## src/rtl/cpu_types_pkg.sv

```systemverilog
// Shared CPU datapath types for the writeback stage.
// Provides word/register-index/opcode typedefs, the writeback source enum and
// a decoder that folds the reserved memtoreg encoding onto the ALU source.
package cpu_types_pkg;

  localparam int unsigned XLEN      = 32;
  localparam int unsigned REG_IDX_W = 5;
  localparam int unsigned OPCODE_W  = 6;

  typedef logic [XLEN-1:0]      word_t;
  typedef logic [REG_IDX_W-1:0] regbits_t;
  typedef logic [OPCODE_W-1:0]  opcode_t;

  typedef enum logic [1:0] {
    MTR_ALU  = 2'b00,
    MTR_LOAD = 2'b01,
    MTR_NPC  = 2'b10
  } memtoreg_t;

  // Raw 2-bit field to enum; the unused 2'b11 code selects the ALU result.
  function automatic memtoreg_t decode_memtoreg(input logic [1:0] raw);
    memtoreg_t sel;
    case (raw)
      2'b01:   sel = MTR_LOAD;
      2'b10:   sel = MTR_NPC;
      default: sel = MTR_ALU;
    endcase
    return sel;
  endfunction

endpackage

```

## src/rtl/pipe_skid.sv

```systemverilog
// Generic valid/ready pipeline register with optional two-entry skid buffer.
// Ports:
//   clk_i, rst_i      clock, synchronous active-high reset
//   clear_i           drop all held entries at the next edge (beats any accept)
//   block_i           stage frozen: no accept, no output, held entries dropped
//   in_valid_i/in_ready_o/in_data_i     upstream handshake and payload
//   out_valid_o/out_ready_i/out_data_o  downstream handshake and payload
// Skid=1: in_ready_o comes from flops (no combinational path from out_ready_i).
// Skid=0: single register, in_ready_o is combinational from out_ready_i.
module pipe_skid #(
  parameter int unsigned Width = 8,
  parameter bit          Skid  = 1'b1
) (
  input  logic             clk_i,
  input  logic             rst_i,
  input  logic             clear_i,
  input  logic             block_i,
  input  logic             in_valid_i,
  output logic             in_ready_o,
  input  logic [Width-1:0] in_data_i,
  output logic             out_valid_o,
  input  logic             out_ready_i,
  output logic [Width-1:0] out_data_o
);

  logic             main_valid_q, main_valid_d;
  logic             skid_valid_q, skid_valid_d;
  logic [Width-1:0] main_q, main_d;
  logic [Width-1:0] skid_q, skid_d;
  logic             accept;
  logic             xfer;

  assign out_valid_o = main_valid_q & ~block_i;
  assign out_data_o  = main_q;
  assign xfer        = out_valid_o & out_ready_i;
  assign accept      = in_valid_i & in_ready_o;

  if (Skid) begin : g_skid
    logic ready_q;
    // Tracks "skid slot free" one cycle ahead so the output is a pure flop.
    always_ff @(posedge clk_i) begin
      if (rst_i) begin
        ready_q <= 1'b1;
      end else begin
        ready_q <= ~skid_valid_d;
      end
    end
    assign in_ready_o = ready_q & ~block_i;
  end else begin : g_single
    assign in_ready_o = (~main_valid_q | out_ready_i) & ~block_i;
  end

  always_comb begin
    main_valid_d = main_valid_q;
    skid_valid_d = skid_valid_q;
    main_d       = main_q;
    skid_d       = skid_q;
    if (Skid) begin
      if (xfer) begin
        if (skid_valid_q) begin
          // in_ready was low, so no accept can collide with this refill.
          main_d       = skid_q;
          main_valid_d = 1'b1;
          skid_valid_d = 1'b0;
        end else if (accept) begin
          main_d       = in_data_i;
          main_valid_d = 1'b1;
        end else begin
          main_valid_d = 1'b0;
        end
      end else if (accept) begin
        if (!main_valid_q) begin
          main_d       = in_data_i;
          main_valid_d = 1'b1;
        end else begin
          skid_d       = in_data_i;
          skid_valid_d = 1'b1;
        end
      end
    end else begin
      if (accept) begin
        main_d       = in_data_i;
        main_valid_d = 1'b1;
      end else if (xfer) begin
        main_valid_d = 1'b0;
      end
    end
    if (clear_i || block_i) begin
      main_valid_d = 1'b0;
      skid_valid_d = 1'b0;
    end
  end

  always_ff @(posedge clk_i) begin
    if (rst_i) begin
      main_valid_q <= 1'b0;
      skid_valid_q <= 1'b0;
      main_q       <= '0;
      skid_q       <= '0;
    end else begin
      main_valid_q <= main_valid_d;
      skid_valid_q <= skid_valid_d;
      main_q       <= main_d;
      skid_q       <= skid_d;
    end
  end

endmodule

```

## src/rtl/memwb_stage.sv

```systemverilog
// MEM/WB pipeline stage: buffers memory-stage results, selects writeback data,
// tracks a sticky halt and counts retired instructions.
// Ports:
//   CLK, RST                clock, synchronous active-high reset
//   in_valid/in_ready       upstream handshake
//   in_alu/in_dload/in_npc  candidate writeback words
//   in_wsel/in_regw         destination register and write enable
//   in_memtoreg             writeback source select (00 alu, 01 load, 10 npc, 11 alu)
//   in_halt/in_opcode       halt flag and opcode carried to writeback
//   flush                   discard all held entries
//   out_valid/out_ready     downstream handshake
//   out_wdat/out_wsel/out_wen/out_halt/out_opcode  writeback view of held entry
//   halted                  sticky, set when a halt entry retires
//   retired                 wrapping count of retired entries
module memwb_stage
  import cpu_types_pkg::*;
#(
  parameter int unsigned DW   = 32,
  parameter int unsigned RW   = 5,
  parameter int unsigned CW   = 16,
  parameter int unsigned SKID = 1
) (
  input  logic          CLK,
  input  logic          RST,
  input  logic          in_valid,
  output logic          in_ready,
  input  logic [DW-1:0] in_alu,
  input  logic [DW-1:0] in_dload,
  input  logic [DW-1:0] in_npc,
  input  logic [RW-1:0] in_wsel,
  input  logic          in_regw,
  input  logic [1:0]    in_memtoreg,
  input  logic          in_halt,
  input  opcode_t       in_opcode,
  input  logic          flush,
  output logic          out_valid,
  input  logic          out_ready,
  output logic [DW-1:0] out_wdat,
  output logic [RW-1:0] out_wsel,
  output logic          out_wen,
  output logic          out_halt,
  output opcode_t       out_opcode,
  output logic          halted,
  output logic [CW-1:0] retired
);

  localparam int unsigned PW = 3 * DW + RW + 1 + 2 + 1 + OPCODE_W;

  logic [PW-1:0] in_payload;
  logic [PW-1:0] held_payload;

  logic [DW-1:0] h_alu, h_dload, h_npc;
  logic [RW-1:0] h_wsel;
  logic          h_regw;
  logic [1:0]    h_mtr;
  logic          h_halt;
  opcode_t       h_opcode;

  logic          xfer;
  logic          halt_xfer;
  logic          halted_q, halted_d;
  logic [CW-1:0] retired_q, retired_d;

  assign in_payload = {in_alu, in_dload, in_npc, in_wsel, in_regw, in_memtoreg, in_halt,
                       in_opcode};
  assign {h_alu, h_dload, h_npc, h_wsel, h_regw, h_mtr, h_halt, h_opcode} = held_payload;

  pipe_skid #(
    .Width (PW),
    .Skid  (SKID != 0)
  ) u_pipe (
    .clk_i       (CLK),
    .rst_i       (RST),
    .clear_i     (flush | halt_xfer),
    .block_i     (halted_q),
    .in_valid_i  (in_valid),
    .in_ready_o  (in_ready),
    .in_data_i   (in_payload),
    .out_valid_o (out_valid),
    .out_ready_i (out_ready),
    .out_data_o  (held_payload)
  );

  assign xfer      = out_valid & out_ready;
  // A retiring halt also kills anything queued behind it.
  assign halt_xfer = xfer & h_halt;

  always_comb begin
    case (decode_memtoreg(h_mtr))
      MTR_LOAD: out_wdat = h_dload;
      MTR_NPC:  out_wdat = h_npc;
      default:  out_wdat = h_alu;
    endcase
  end

  assign out_wsel   = h_wsel;
  assign out_wen    = out_valid & h_regw;
  assign out_halt   = out_valid & h_halt;
  assign out_opcode = h_opcode;

  always_comb begin
    halted_d  = halted_q | halt_xfer;
    retired_d = retired_q;
    if (xfer) begin
      retired_d = retired_q + CW'(1);
    end
  end

  always_ff @(posedge CLK) begin
    if (RST) begin
      halted_q  <= 1'b0;
      retired_q <= '0;
    end else begin
      halted_q  <= halted_d;
      retired_q <= retired_d;
    end
  end

  assign halted  = halted_q;
  assign retired = retired_q;

endmodule

```

## config.mk

```make
export PLATFORM = sky130hd
export DESIGN_NAME = memwb_stage
export DESIGN_NICKNAME = d
export VERILOG_FILES = /design/src/rtl/cpu_types_pkg.sv /design/src/rtl/pipe_skid.sv /design/src/rtl/memwb_stage.sv
export SDC_FILE = /design/constraint.sdc
export NUM_CORES = 1
export LEC_CHECK = 0
export BUFFER_PORTS_ARGS = -buffer_cell sky130_fd_sc_hd__buf_4
export CORE_MARGIN = 4
export CORE_UTILIZATION = 54
export CTS_CLUSTER_DIAMETER = 150
export CTS_CLUSTER_SIZE = 12
export DETAILED_ROUTE_END_ITERATION = 12
export GPL_TIMING_DRIVEN = 0
export PLACE_DENSITY = 0.89
export SLEW_MARGIN = 10
export SYNTH_ARGS = -nofsm -noshare
export SYNTH_HDL_FRONTEND = slang
export SYNTH_SLANG_ARGS = --single-unit
```

## constraint.sdc

```tcl
create_clock -name CLK -period 2.8 [get_ports CLK]
set_input_delay 0.28 -clock CLK [delete_from_list [all_inputs] [get_ports CLK]]
set_output_delay 0.28 -clock CLK [all_outputs]
set_load 0.05 [all_outputs]
```

Word level (Yosys, flattened, before mapping)
Index checks and enable logic that the tools add are counted.
W data, S select, Z words.
- order comparisons: 0
- shifts and indexed selects: 0
- add/sub/neg operators: 1
- multipliers: 0
- div/mod/pow operators: 0
- equality and inequality tests: 5
- bitwise logic cells: 12
- reduce and logical (&&, ||, !) cells: 6
- muxes and demuxes: 15
- operators by type and width (cell ; count):
    $mux W111 ; 5
    $pmux W32 S2 ; 1
    $add A16 B1 Y16 const B ; 1
    $mux W1 ; 8
    $and A1 B1 Y1 ; 7
    $reduce_and A3 Y1 ; 2
    $eq A2 B1 Y1 const B ; 2
    $eq A2 B2 Y1 const B ; 2
    $pmux W2 S2 ; 1
    $reduce_bool A2 Y1 ; 2
    $not A1 Y1 ; 3
    $ne A2 B2 Y1 const B ; 1
    $or A1 B1 Y1 ; 2
    $reduce_or A2 Y1 ; 1
    $logic_or A1 B1 Y1 ; 1
- RAM bits: 0
- ROM bits: 0
- latch bits: 0
- logic and storage cells: 46
- output and inout bits: 64
- memories kept: 0
- flip-flop bits (word level): 242

Longest topological paths before layout
- word-level depth: 8
- gate-level depth with buffers: 8

Cells and area by module
Synthesis repeated with hierarchy kept, for this count alone.
- cell total of the unflattened synthesis: 1245
- area total of the unflattened synthesis: 11488.5 µm²
- modules (own cells, without submodules) (module ; seq. area each (µm²) ; cells each ; instances ; area each (µm²)):
    pipe_skid ; 4504.3 ; 1044 ; 1 ; 10094.7
    memwb_stage ; 340.3 ; 201 ; 1 ; 1393.8

Worst setup path before layout
No wires, ideal clock.
- path type: reg-to-output
- start point: register u_pipe.main_q[7], in the netlist u_pipe.out_data_o[7]
- end point: output port out_wdat[10]
- slack: 0.404 ns
- stages on the path, launching flop included: 6
- data arrival time: 2.116 ns
- required time: 2.520 ns
- buffers on the path: 2
- cell sequence: dfxtp_1 inv_1 ha_1 clkbuf_1 clkbuf_1 o21ai_0
- cells in the longest elaborated chain, start to end: 4
- RTL lines (item ; line ; source):
    start, declared ; pipe_skid.sv:28 ; logic [Width-1:0] main_q, main_d;
    start signal, assigned ; pipe_skid.sv:103 ; main_q <= main_d;
    $eq A2 B2 Y1 / $eq A2 B1 Y1 (equally long branches) ; cpu_types_pkg.sv:23 ; case (raw)
    $pmux W2 S2 (*) ; cpu_types_pkg.sv:23 ;
    $eq A2 B2 Y1 / $eq A2 B1 Y1 (equally long branches) ; memwb_stage.sv:89 ; case (decode_memtoreg(h_mtr))
    $pmux W32 S2 (*) ; memwb_stage.sv:89 ;
    end, declared ; memwb_stage.sv:38 ; output logic [DW-1:0] out_wdat,
Every way passes the cells marked *; elsewhere a longest branch is shown, timed or not.

Final worst setup path
- start point: register u_pipe.main_q[7], in the netlist u_pipe.out_data_o[7]
- end point: output port out_wdat[4]
Same word-level chain as after synthesis.

==> impl_metrics.yaml <==
floorplan:
  rows: 49
  io_pins: 180
  die_y_um: 145
  die_area_um2: 21100
  die_w_um: 145
  core-area_um2: 18300
  start_util_pct: 55.8
drt:
  wl_mm: 32.2
  vias_per_cell: 5.92
  route.vias.total: 10500
  drc_errors: 0
  drtAntennaViolNets: 0
  routedWlPerCell_um: 18.3
  dr.pass1.iters: 6
  detail_route.iter0.violations: 1122
timing:
  fmax_mhz: 366
  whs_ns: 0.000993
  grt_setup_unrepaired: "false"
  fin_crit_ns: 2.73
  hold_violations: 0
  slew_viol_final: 0
  worst_pin_slew_ns: 0.800
  finalCritPeriodShare_pct: 97.5
  finalSetupViolations: 0
  finalSetupTns_ns: 0
  skew_ns: 0.0154
  slew_headroom_pct: 46.7
clocking:
  clk_latency_ns: 0.53
  cts_htree_levels: 1
  cts_buffer_depth: 3
  clk_pin_slew_worst_paths_ns: 0.06
  cts_buffers: 24
  hold_buffers: 0
  cts.sinks: 242
  cts_tree: "built"
  cts-root-buf: "clkbuf_16"
  post_cts_buffers: 0
power:
  combPwrFrac_pct: 12.5
  power_density_nw_per_um2: 593
  p_seq_share_pct: 49.3
  p_clk_share_pct: 38.1
  power_switching_mw: 1.97
  power.leakage_nw: 4.99
  peakVddDrop_mv: 0.427
  intPower_mw: 5.41
  p_sw_share_pct: 26.7
synthesis:
  synth_seq_cells: 242
  synth_edf_count: 0
  synth_fp_nets: 1452
  syn_area_per_cell_um2: 7.65
  synth_top_area_share_pct: 47.5
  synth.most_common_cell: "nand2_1"
  async_flop_share_pct: 0
  synth_cell_type_count: 39
  ys_top_cells_by_count: "nand2_1 (483), dfxtp_1 (242), nor2_1 (127)"
  ys_warn_count: 0
  synthTopCellsByArea: "dfxtp_1 (48%), nand2_1 (18%), a311oi_1 (9.5%)"
  netlist_area_um2: 10200
  netlist_instances: 1333
  yosysTopAreaCell: "dfxtp_1"
  yosysSeqAreaShare_pct: 47.5
  synthFlopType: "dfxtp_1"
global_route:
  grt_max_degree: 13
  met3_usage_pct: 6.32
  grt_pass1_vias: 9831
  track_usage_pct: 28.5
  antenna_found_initial: 0
  gr-usage-met2_pct: 47.0
  gr-max-usage-layer: "met2"
  grt_pass1_wl_mm: 50.2
  use_met1_pct: 36.6
  gr-total-overflow: 0
worst_setup_path:
  r2r-end: "u_pipe.out_data_o[67]"
  worstPathArrival_ns: 2.45
  cp_max_fo: 10
  cp.required_ns: 2.52
  cp-end-kind: "output port"
  start_kind: "register"
  r2r_start: "u_pipe.main_valid_q"
  r2r_cells: 7
  r2r_slack_ns: 0.57
  path_class: "register to output port"
finish:
  seq_area_um2: 4840
  multiInputGateArea_um2: 4690
  fill_cells: 1489
  antenna_cells: 0
  fin_nets: 1655
  layoutNonFillerInstCount: 1765
  area.growth.synth_to_final_pct: 22.2
  drive_gt1_share_pct: 18.4
placement:
  dp_hpwl_mm: 23.0
  dp_cells: 1740
  gp_congestion: 0.941
  io_buffers: 178
worst_hold_path:
  worstHoldEndpoint: "u_pipe.skid_q[61]"
  worstHoldStart: "in_dload[14]"
  hp-class: "input port to register"
  whs_path_depth: 3
job:
  drv_cap: 0
run_status:
  status: "completed"
## layer usage
| layer | routed length [um] | up-vias | part of all wire [%] |
|---|---|---|---|
| met2 | 15000 | 564 | 47 |
| met5 | 0 | - | 0 |
| met3 | 3250 | 103 | 10 |
| met4 | 1260 | 0 | 3.9 |
| li1 | - | 4919 | - |
| met1 | 12700 | 4868 | 39 |
## kinds of logic after synthesis
| logic type | after synthesis | synth area share [%] |
|---|---|---|
| xor gates and xnor gates | 10 | 0.859 |
| buffers and inverters | 131 | 6.45 |
| AOI/OAI and AO/OA | 302 | 19.9 |
| and+or+nand+nor | 645 | 24.9 |
| DFF | 242 | 47.5 |
| adders and majority gates | 3 | 0.368 |
## through the flow
stage | utilization, % | power (mW) | area, um2 | setup WS, ns
floorplan | - | 4.22 | 10200 | 0.404
global placement | 64.7 | 4.60 | 11800 | 0.492
detailed placement | 64.7 | 4.62 | 11800 | 0.457
CTS | 68.2 | 7.37 | 12500 | 0.00172
global route | 68.1 | 7.59 | 12500 | 0.0247
finish | 68.1 | 7.39 | 12500 | 0.0712
## worst max-delay path, cell delays in order, from the launching register on
cell and delay (ns):
dfxtp_1 0.42, ha_1 0.30, clkbuf_2 0.36, a22oi_1 0.23
o21ai_0 0.33, buf_4 0.27
## flip-flops by register name, indices dropped and copies added, names as in the netlist
register	count
u_pipe.out_data_o	111
u_pipe.skid_q	111
retired	16
halted	1
u_pipe.g_skid.ready_q	1
u_pipe.main_valid_q	1
u_pipe.skid_valid_q	1
## cells in the final DEF (no fill, tap or decap), types with 2 or more instances in the layout
cell       instances
buf_2             36
a22oi_1           32
clkbuf_16         24
clkbuf_2          10
ha_1               3
inv_1              3
nor2_1           127
clkbuf_1          57
a21oi_1          118
nor3_1             2
o31ai_1            3
nand2_1          483
xor2_1             5
xnor2_1            5
nand4_1            5
dfxtp_1          242
o21ai_0           34
or3_1              3
buf_4            192
and2_1             2
nor4_1             2
or4_1              3
nand3_1            6
a311oi_1         111
buf_6              9
## power groups by stage
stage | clock network (mW) | logic (mW) | registers, mW
global route | 2.95 | 0.984 | 3.65
finish | 2.82 | 0.926 | 3.65
detailed placement | 0 | 0.903 | 3.71
global placement | 0 | 0.889 | 3.71
CTS | 2.82 | 0.911 | 3.64
floorplan | 0 | 0.531 | 3.69
## worst max path at each step
stage / start / endpoint / slack (ns) / cells past startpoint
6_report: u_pipe.out_data_o[7] / out_wdat[4] / 0.07 / 5
5_1_grt: u_pipe.out_data_o[7] / out_wdat[24] / 0.02 / 5
4_1_cts: u_pipe.out_data_o[7] / out_wdat[24] / 0.002 / 6
3_5_place_dp: u_pipe.out_data_o[7] / out_wdat[8] / 0.46 / 7
3_3_place_gp: u_pipe.out_data_o[7] / out_wdat[4] / 0.49 / 5
2_1_floorplan: u_pipe.out_data_o[7] / out_wdat[10] / 0.40 / 5
## repair_timing
item / in CTS / in global routing
cloned: 0 / 0
gates resized for setup: 8 / 5
setup endpoints to repair: 23 / 28
## area by class of cell
class	count	area share (%)
plain buffers	126	5.23
clock buffers	24	4.82
clock inverters	2	0.221
inverters	4	0.121
multi-input cells	960	37.7
flip-flops and latches	242	38.9
well taps	229	2.30
repair buffers	178	10.7
(Power assumes the default switching activity.)
